**src/rtl/div_seq.sv**
```systemverilog
// div_seq: sequential signed restoring divider for the DIV instruction.
// Produces quotient on lo and remainder on hi (MIPS semantics: truncation
// toward zero, remainder carries the dividend's sign). One restoring step
// per cycle; magnitudes are processed unsigned, signs fixed up at the end.
module div_seq #(
  parameter int WIDTH = 32
) (
  input  logic             clk,
  input  logic             reset,
  input  logic             start,
  input  logic [WIDTH-1:0] a,
  input  logic [WIDTH-1:0] b,
  output logic [WIDTH-1:0] hi,
  output logic [WIDTH-1:0] lo,
  output logic             done,
  output logic             div_zero,
  output logic             busy
);

  localparam int CW = $clog2(WIDTH + 1);

  typedef enum logic [1:0] {
    IDLE = 2'd0,
    RUN  = 2'd1,
    FIX  = 2'd2,
    DONE = 2'd3
  } state_t;

  state_t           state_reg;
  // The settled partial remainder is always below the divisor, so WIDTH bits
  // hold it; the shifted value and the trial difference need WIDTH+1 bits.
  logic [WIDTH-1:0] rem_reg;
  logic [WIDTH-1:0] quo_reg;
  logic [WIDTH-1:0] dvs_reg;
  logic [CW-1:0]    count_reg;
  logic             sign_q_reg;
  logic             sign_r_reg;
  logic [WIDTH-1:0] hi_reg;
  logic [WIDTH-1:0] lo_reg;
  logic             done_reg;
  logic             div_zero_reg;
  logic             busy_reg;

  logic [WIDTH-1:0] abs_a;
  logic [WIDTH-1:0] abs_b;
  logic [WIDTH:0]   rem_shift;
  logic [WIDTH:0]   trial;

  // Operand magnitudes (modulo 2^WIDTH, so the most negative value maps to
  // unsigned 2^(WIDTH-1)) and the trial subtraction for the current step.
  always_comb begin
    abs_a     = a[WIDTH-1] ? (WIDTH'(0) - a) : a;
    abs_b     = b[WIDTH-1] ? (WIDTH'(0) - b) : b;
    rem_shift = {rem_reg, quo_reg[WIDTH-1]};
    trial     = rem_shift - {1'b0, dvs_reg};
  end

  // Control FSM and datapath; all outputs are registered.
  always_ff @(posedge clk) begin
    if (reset) begin
      state_reg    <= IDLE;
      rem_reg      <= '0;
      quo_reg      <= '0;
      dvs_reg      <= '0;
      count_reg    <= '0;
      sign_q_reg   <= 1'b0;
      sign_r_reg   <= 1'b0;
      hi_reg       <= '0;
      lo_reg       <= '0;
      done_reg     <= 1'b0;
      div_zero_reg <= 1'b0;
      busy_reg     <= 1'b0;
    end else begin
      case (state_reg)
        IDLE: begin
          done_reg     <= 1'b0;
          div_zero_reg <= 1'b0;
          if (start) begin
            if (b == '0) begin
              // Divide by zero: report immediately, leave hi/lo untouched.
              done_reg     <= 1'b1;
              div_zero_reg <= 1'b1;
              state_reg    <= DONE;
            end else begin
              sign_q_reg <= a[WIDTH-1] ^ b[WIDTH-1];
              sign_r_reg <= a[WIDTH-1];
              quo_reg    <= abs_a;
              dvs_reg    <= abs_b;
              rem_reg    <= '0;
              count_reg  <= CW'(WIDTH);
              busy_reg   <= 1'b1;
              state_reg  <= RUN;
            end
          end
        end
        RUN: begin
          if (!trial[WIDTH]) begin
            rem_reg <= trial[WIDTH-1:0];
            quo_reg <= {quo_reg[WIDTH-2:0], 1'b1};
          end else begin
            rem_reg <= rem_shift[WIDTH-1:0];
            quo_reg <= {quo_reg[WIDTH-2:0], 1'b0};
          end
          count_reg <= count_reg - CW'(1);
          if (count_reg == CW'(1)) begin
            state_reg <= FIX;
          end
        end
        FIX: begin
          lo_reg    <= sign_q_reg ? (WIDTH'(0) - quo_reg) : quo_reg;
          hi_reg    <= sign_r_reg ? (WIDTH'(0) - rem_reg) : rem_reg;
          busy_reg  <= 1'b0;
          done_reg  <= 1'b1;
          state_reg <= DONE;
        end
        DONE: begin
          done_reg     <= 1'b0;
          div_zero_reg <= 1'b0;
          state_reg    <= IDLE;
        end
        default: begin
          state_reg <= IDLE;
        end
      endcase
    end
  end

  assign hi       = hi_reg;
  assign lo       = lo_reg;
  assign done     = done_reg;
  assign div_zero = div_zero_reg;
  assign busy     = busy_reg;

endmodule

```
**config.mk**
```make
export PLATFORM = sky130hd
export DESIGN_NAME = div_seq
export DESIGN_NICKNAME = d
export VERILOG_FILES = /design/src/rtl/div_seq.sv
export SDC_FILE = /design/constraint.sdc
export NUM_CORES = 1
export LEC_CHECK = 0
export BUFFER_PORTS_ARGS = -buffer_cell sky130_fd_sc_hd__buf_2
export CORE_MARGIN = 10
export CORE_UTILIZATION = 30
export CTS_CLUSTER_SIZE = 10
export DETAILED_ROUTE_END_ITERATION = 6
export GPL_ROUTABILITY_DRIVEN = 0
export GPL_TIMING_DRIVEN = 0
export HOLD_SLACK_MARGIN = 0.1
export SLEW_MARGIN = 30
export SYNTH_ARGS = -nofsm -noshare
export SYNTH_HDL_FRONTEND = slang
export SYNTH_SLANG_ARGS = --single-unit
```
**constraint.sdc**
```tcl
create_clock -name clk -period 9.83 [get_ports clk]
set_input_delay 0.983 -clock clk [delete_from_list [all_inputs] [get_ports clk]]
set_output_delay 0.983 -clock clk [all_outputs]
set_load 0.01 [all_outputs]
```
==> out/qor_table.md <==
| Group | Metric | This run |
|---|---|---|
| outcome | Run status | completed |
| power | Leakage power total | 5.23 nW |
| clocking | Clk Latency, worst-skew pair | 440 ps |
| grt | Vias in the first global route | 9,953 |
| clocking | Clock transition at path regs | 70 ps |
| power | Total chip power | 0.00313 W |
| power | Switching power | 0.00133 W |
| power | Switching fraction of total power | 42.4% |
| grt | Sum of overflow across all layers after global routing | 0 |
| routing | Number of optimization iterations in the first detailed-route pass | 5 |
| yosys | Adder and majority cell fraction of the synthesized area | 5.22% |
| routing | Met2 layer wire length in the routed design | 16,600 um |
| timing | Setup-failing EPs final | 0 |
| worst hold path | Path category of the worst min-delay check | reg -> reg |
| grt | Largest net degree at the start of global routing | 17 |
| yosys | Fraction of the mapped netlist area in compound gates | 23.0% |
| grt | GRT Total Usage | 15.1% |
| yosys | Combinational family with the most area after synthesis | compound AO/OA/AOI/OAI gates |
| final layout | Final-layout fill cell count | 3,809 |
| worst setup path | Crit-path leading delay family | simple AND/OR/NAND/NOR gates |
| routing | Routed wl met3 | 1710 um |
| final layout | Post-layout instance area | 0.0128 mm2 |
| timing | Final setup slack of the worst path | 5730 ps |
| yosys | Portion of netlist area occupied by mux cells | 4.14% |
| power | Clock group share of total power | 22.1% |
| worst setup path | Data required time at the worst endpoint | 10,130 ps |
| power | Logic pwr share | 44.3% |
| timing | Maximum clock frequency | 0.244 GHz |
| routing | Aggregate routed wire length | 34,400 um |
| routing | Count of nets left with antenna violations after detail routing | 0 |
| routing | Wirelength per Cell | 16.9 um |
| timing | Clock Skew | 14.4 ps |
| routing | Top Layer Used | met5 |
| routing | Count of unresolved DRC violations after routing | 0 |
| place | Placed instance area | 0.0122 mm2 |
| floorplanning | Area of the die | 0.0445 mm2 |
| run | Number of violations of the max-capacitance limit | 0 |
| worst setup path | Worst Setup End Kind | register |
| power | Power density over cell area | 245 mW/mm2 |
| final layout | Share of post-route cells with drive strength above 1 | 12.2% |
| floorplanning | Horizontal die dimension | 211 um |
| timing | RSZ-0062 raised after global routing | false |
| worst setup path | Highest net fanout along the worst path | 10 |
| worst setup path | Startpoint type of the worst setup path | input pin |
| yosys | Post-Syn Area per Cell | 7.83 um2 |
| power | Internal Pwr Total | 0.00180 W |
| yosys | Fraction of the yosys area taken by sequential cells | 31.7% |
| clocking | Clock tree from TritonCTS | done |
| floorplanning | I/O Pins | 134 |
| floorplanning | Number of placement rows | 69 |
| grt | Initial antenna violation count | 13 |
| yosys | Share of flip-flops with an asynchronous set or reset after synthesis | 0% |
| yosys | Synthesized-area fraction occupied by xor and xnor cells | 11.7% |
| floorplanning | Die outline height | 211 um |
| worst setup path | Sum of buffers and inverters on the critical path | 4 |
| routing | Met1 wire length | 15,500 um |
| clocking | Clock buffer count from CTS | 17 |
| floorplanning | Starting utilization of the core area | 30.6% |
| place | Post-DP HPWL | 27,600 um |
| yosys | Total number of yosys warnings | 0 |
| clocking | Hold-fix buffer count after cts | 0 |
| worst hold path | Worst-case hold path end point | dvs_reg[31] |
| timing | Final Hold Violating Endpoints | 0 |
| yosys | Number of instances in the synthesized netlist | 1,396 |
| worst setup path | Worst-case register-to-register setup slack | 5810 ps |
| yosys | Cell variety after synth | 60 |
| grt | First-pass GRT wire length | 54,100 um |
| clocking | Postcts setup bufs | 0 |
| timing | Number of max-slew violations in the final report | 0 |
| worst setup path | Cell-by-cell listing of the critical path | buf_2, inv_1, ha_1, or3b_2, nor3_1, nand4_1, nand3_1, nand2_1, nand2_1, or2_2, clkbuf_1, clkbuf_1, o21ai_0 |
| clocking | Number of H-tree levels | 4 |
| yosys | Flops & latches, synth | 173 |
| floorplanning | Floorplan core area | 0.0357 mm2 |
| power | Flop pwr share | 33.6% |
| place | Buffers on Ports | 132 |
| timing | Aggregate negative setup slack | 0 ps |
| timing | Max-Slew Margin vs Limit | 44.4% |
| timing | Final critical delay including setup and external delays | 4100 ps |
| worst hold path | Launch point of the worst hold path | dvs_reg[31] |
| clocking | Clock sink count | 173 |
| routing | DRC marker count from the first detailed-route iteration | 482 |
| worst setup path | Max incr delay on CP | 480 ps |
| clocking | # resized after CTS | 0 |
| worst setup path | Reg-to-reg critical path endpoint | rem_reg[6] |
| worst hold path | Cells on Worst Hold Path | 2 |
| worst setup path | CP Data Arrival Time | 4410 ps |
| yosys | Syn Std Cell Area | 0.0109 mm2 |
| power | Maximum resistive drop on vdd | 0.110 mV |
| yosys | Most frequently used flop master after synthesis | dfxtp_1 |
| timing | Slew of the pin with the lowest slew margin | 833 ps |
| yosys | Area share of and/or/nand/nor cells after synthesis | 19.3% |
| clocking | CTS Root Buffer Type | clkbuf_16 |
| yosys | Number of nets in the synthesized netlist | 1,508 |
| routing | Via count | 10,400 |
| timing | Post-route fraction of the period consumed by the critical path | 41.8% |
| clocking | Clock buffer depth | 2 |
| place | Worst setup timing slack at the placement stage | 5190 ps |
| worst setup path | Critical setup path kind | in -> reg |
| final layout | Area growth from synthesis to layout | 17.0% |
| final layout | Total Nets Final | 1,659 |
| routing | Via density per instance | 5.10 |
| worst setup path | Worst reg2reg path depth | 13 |
| worst setup path | Origin of the critical flop-to-flop path | rem_reg[0] |
| worst setup path | Library cell contributing the largest single delay on the critical path | or3b_2 |
| yosys | Number of synthesized flops with an enable pin | 0 |
cell type report:
| cell class | count | area, um2 | area share (%) |
|---|---|---|---|
| clock buffers | 19 | 433 | 3.38 |
| flip-flops and latches | 173 | 3460 | 27.1 |
| well taps | 461 | 577 | 4.51 |
| multi-input cells | 1082 | 6950 | 54.3 |
| repair buffers | 132 | 661 | 5.17 |
| inverters | 58 | 218 | 1.70 |
| diodes | 9 | 22.5 | 0.176 |
| plain buffers | 83 | 315 | 2.47 |
| clock inverters | 13 | 155 | 1.21 |
logic make-up (layout without fill, tap and decap cells):
| group | after synthesis | after routing |
|---|---|---|
| fa+ha+maj | 45 | 45 |
| compound gates | 383 | 383 |
| buf+inv | 141 | 305 |
| mux | 45 | 45 |
| xor+xnor | 146 | 146 |
| simple gates | 463 | 463 |
| other cells | 0 | 9 |
| flops | 173 | 173 |
cells in the final DEF (no fill, tap or decap), drive strengths merged, types with 3 or more instances in the layout:
| master | count |
|---|---|
| or4 | 15 |
| nand2 | 161 |
| inv | 64 |
| nor2b | 8 |
| clkbuf | 96 |
| nor4 | 11 |
| o21ai | 107 |
| nor2 | 157 |
| o31ai | 33 |
| a22oi | 4 |
| a211o | 3 |
| dfxtp | 173 |
| a31oi | 4 |
| and3 | 8 |
| mux2i | 43 |
| nand4 | 9 |
| buf | 138 |
| or3 | 18 |
| and2 | 3 |
| clkinv | 3 |
| a32oi | 7 |
| xnor2 | 36 |
| ha | 44 |
| nand2b | 11 |
| a21o | 14 |
| diode | 9 |
| o21a | 6 |
| a21oi | 66 |
| nor4b | 3 |
| nand3 | 27 |
| o41ai | 15 |
| a211oi | 94 |
| nor3 | 16 |
| xor2 | 110 |
| o211ai | 7 |
| or2 | 9 |
| o311ai | 3 |
| a31o | 3 |
| o21bai | 3 |
stage by stage:
step                      hold WS [ps]  cells  util [%]
after detailed placement           465   1989      34.1
final                              467   2030      35.8
after global placement             446   1989      34.0
after floorplan                    432   1396         -
after CTS                          474   2021      35.7
after global routing               489   2028      35.8
power groups by stage:
stage                     sequential, W  clock (W)  combinational (W)
final                           0.00105   0.000692            0.00138
after global routing            0.00108   0.000731            0.00156
after CTS                       0.00105   0.000705            0.00139
after detailed placement        0.00106          0            0.00139
after global placement          0.00106          0            0.00137
after floorplan                 0.00106          0           0.000951
synth_stat cells, drive strengths merged, types with 16 or more instances:
cell type	n	area (um2)
a211oi	94	711
a21oi	66	330
clkbuf	77	289
dfxtp	173	3460
ha	44	551
inv	58	218
mux2i	43	430
nand2	161	604
nand3	27	135
nor2	157	589
nor3	16	80.1
o21ai	107	536
o31ai	33	262
or3	18	128
xnor2	36	315
xor2	110	963
worst max-delay path by stage:
stage               slack (ps)  cells past startpoint          end  startpoint
global route              5380                     13  rem_reg[19]        b[0]
finish                    5730                     13   rem_reg[4]        b[0]
CTS                       5640                     11   rem_reg[6]        b[6]
global placement          5210                     11  rem_reg[14]        b[6]
floorplan                 6430                     10  rem_reg[10]        b[6]
detailed placement        5190                     11   rem_reg[6]        b[6]
per-layer routing:
metal / up-vias / global-route usage (%)
li1: 5291 / -
met1: 4834 / 18.6
met2: 190 / 25.3
met3: 39 / 3.53
met4: 8 / 5.00
met5: - / 0
tightest hold or removal path: cells and delay by family, from the launching register on:
kind	cells	cell delay, ps
DFF	1	310
and+or+nand+nor	1	50
AOI/OAI and AO/OA	1	50
(Power assumes the default switching activity.)
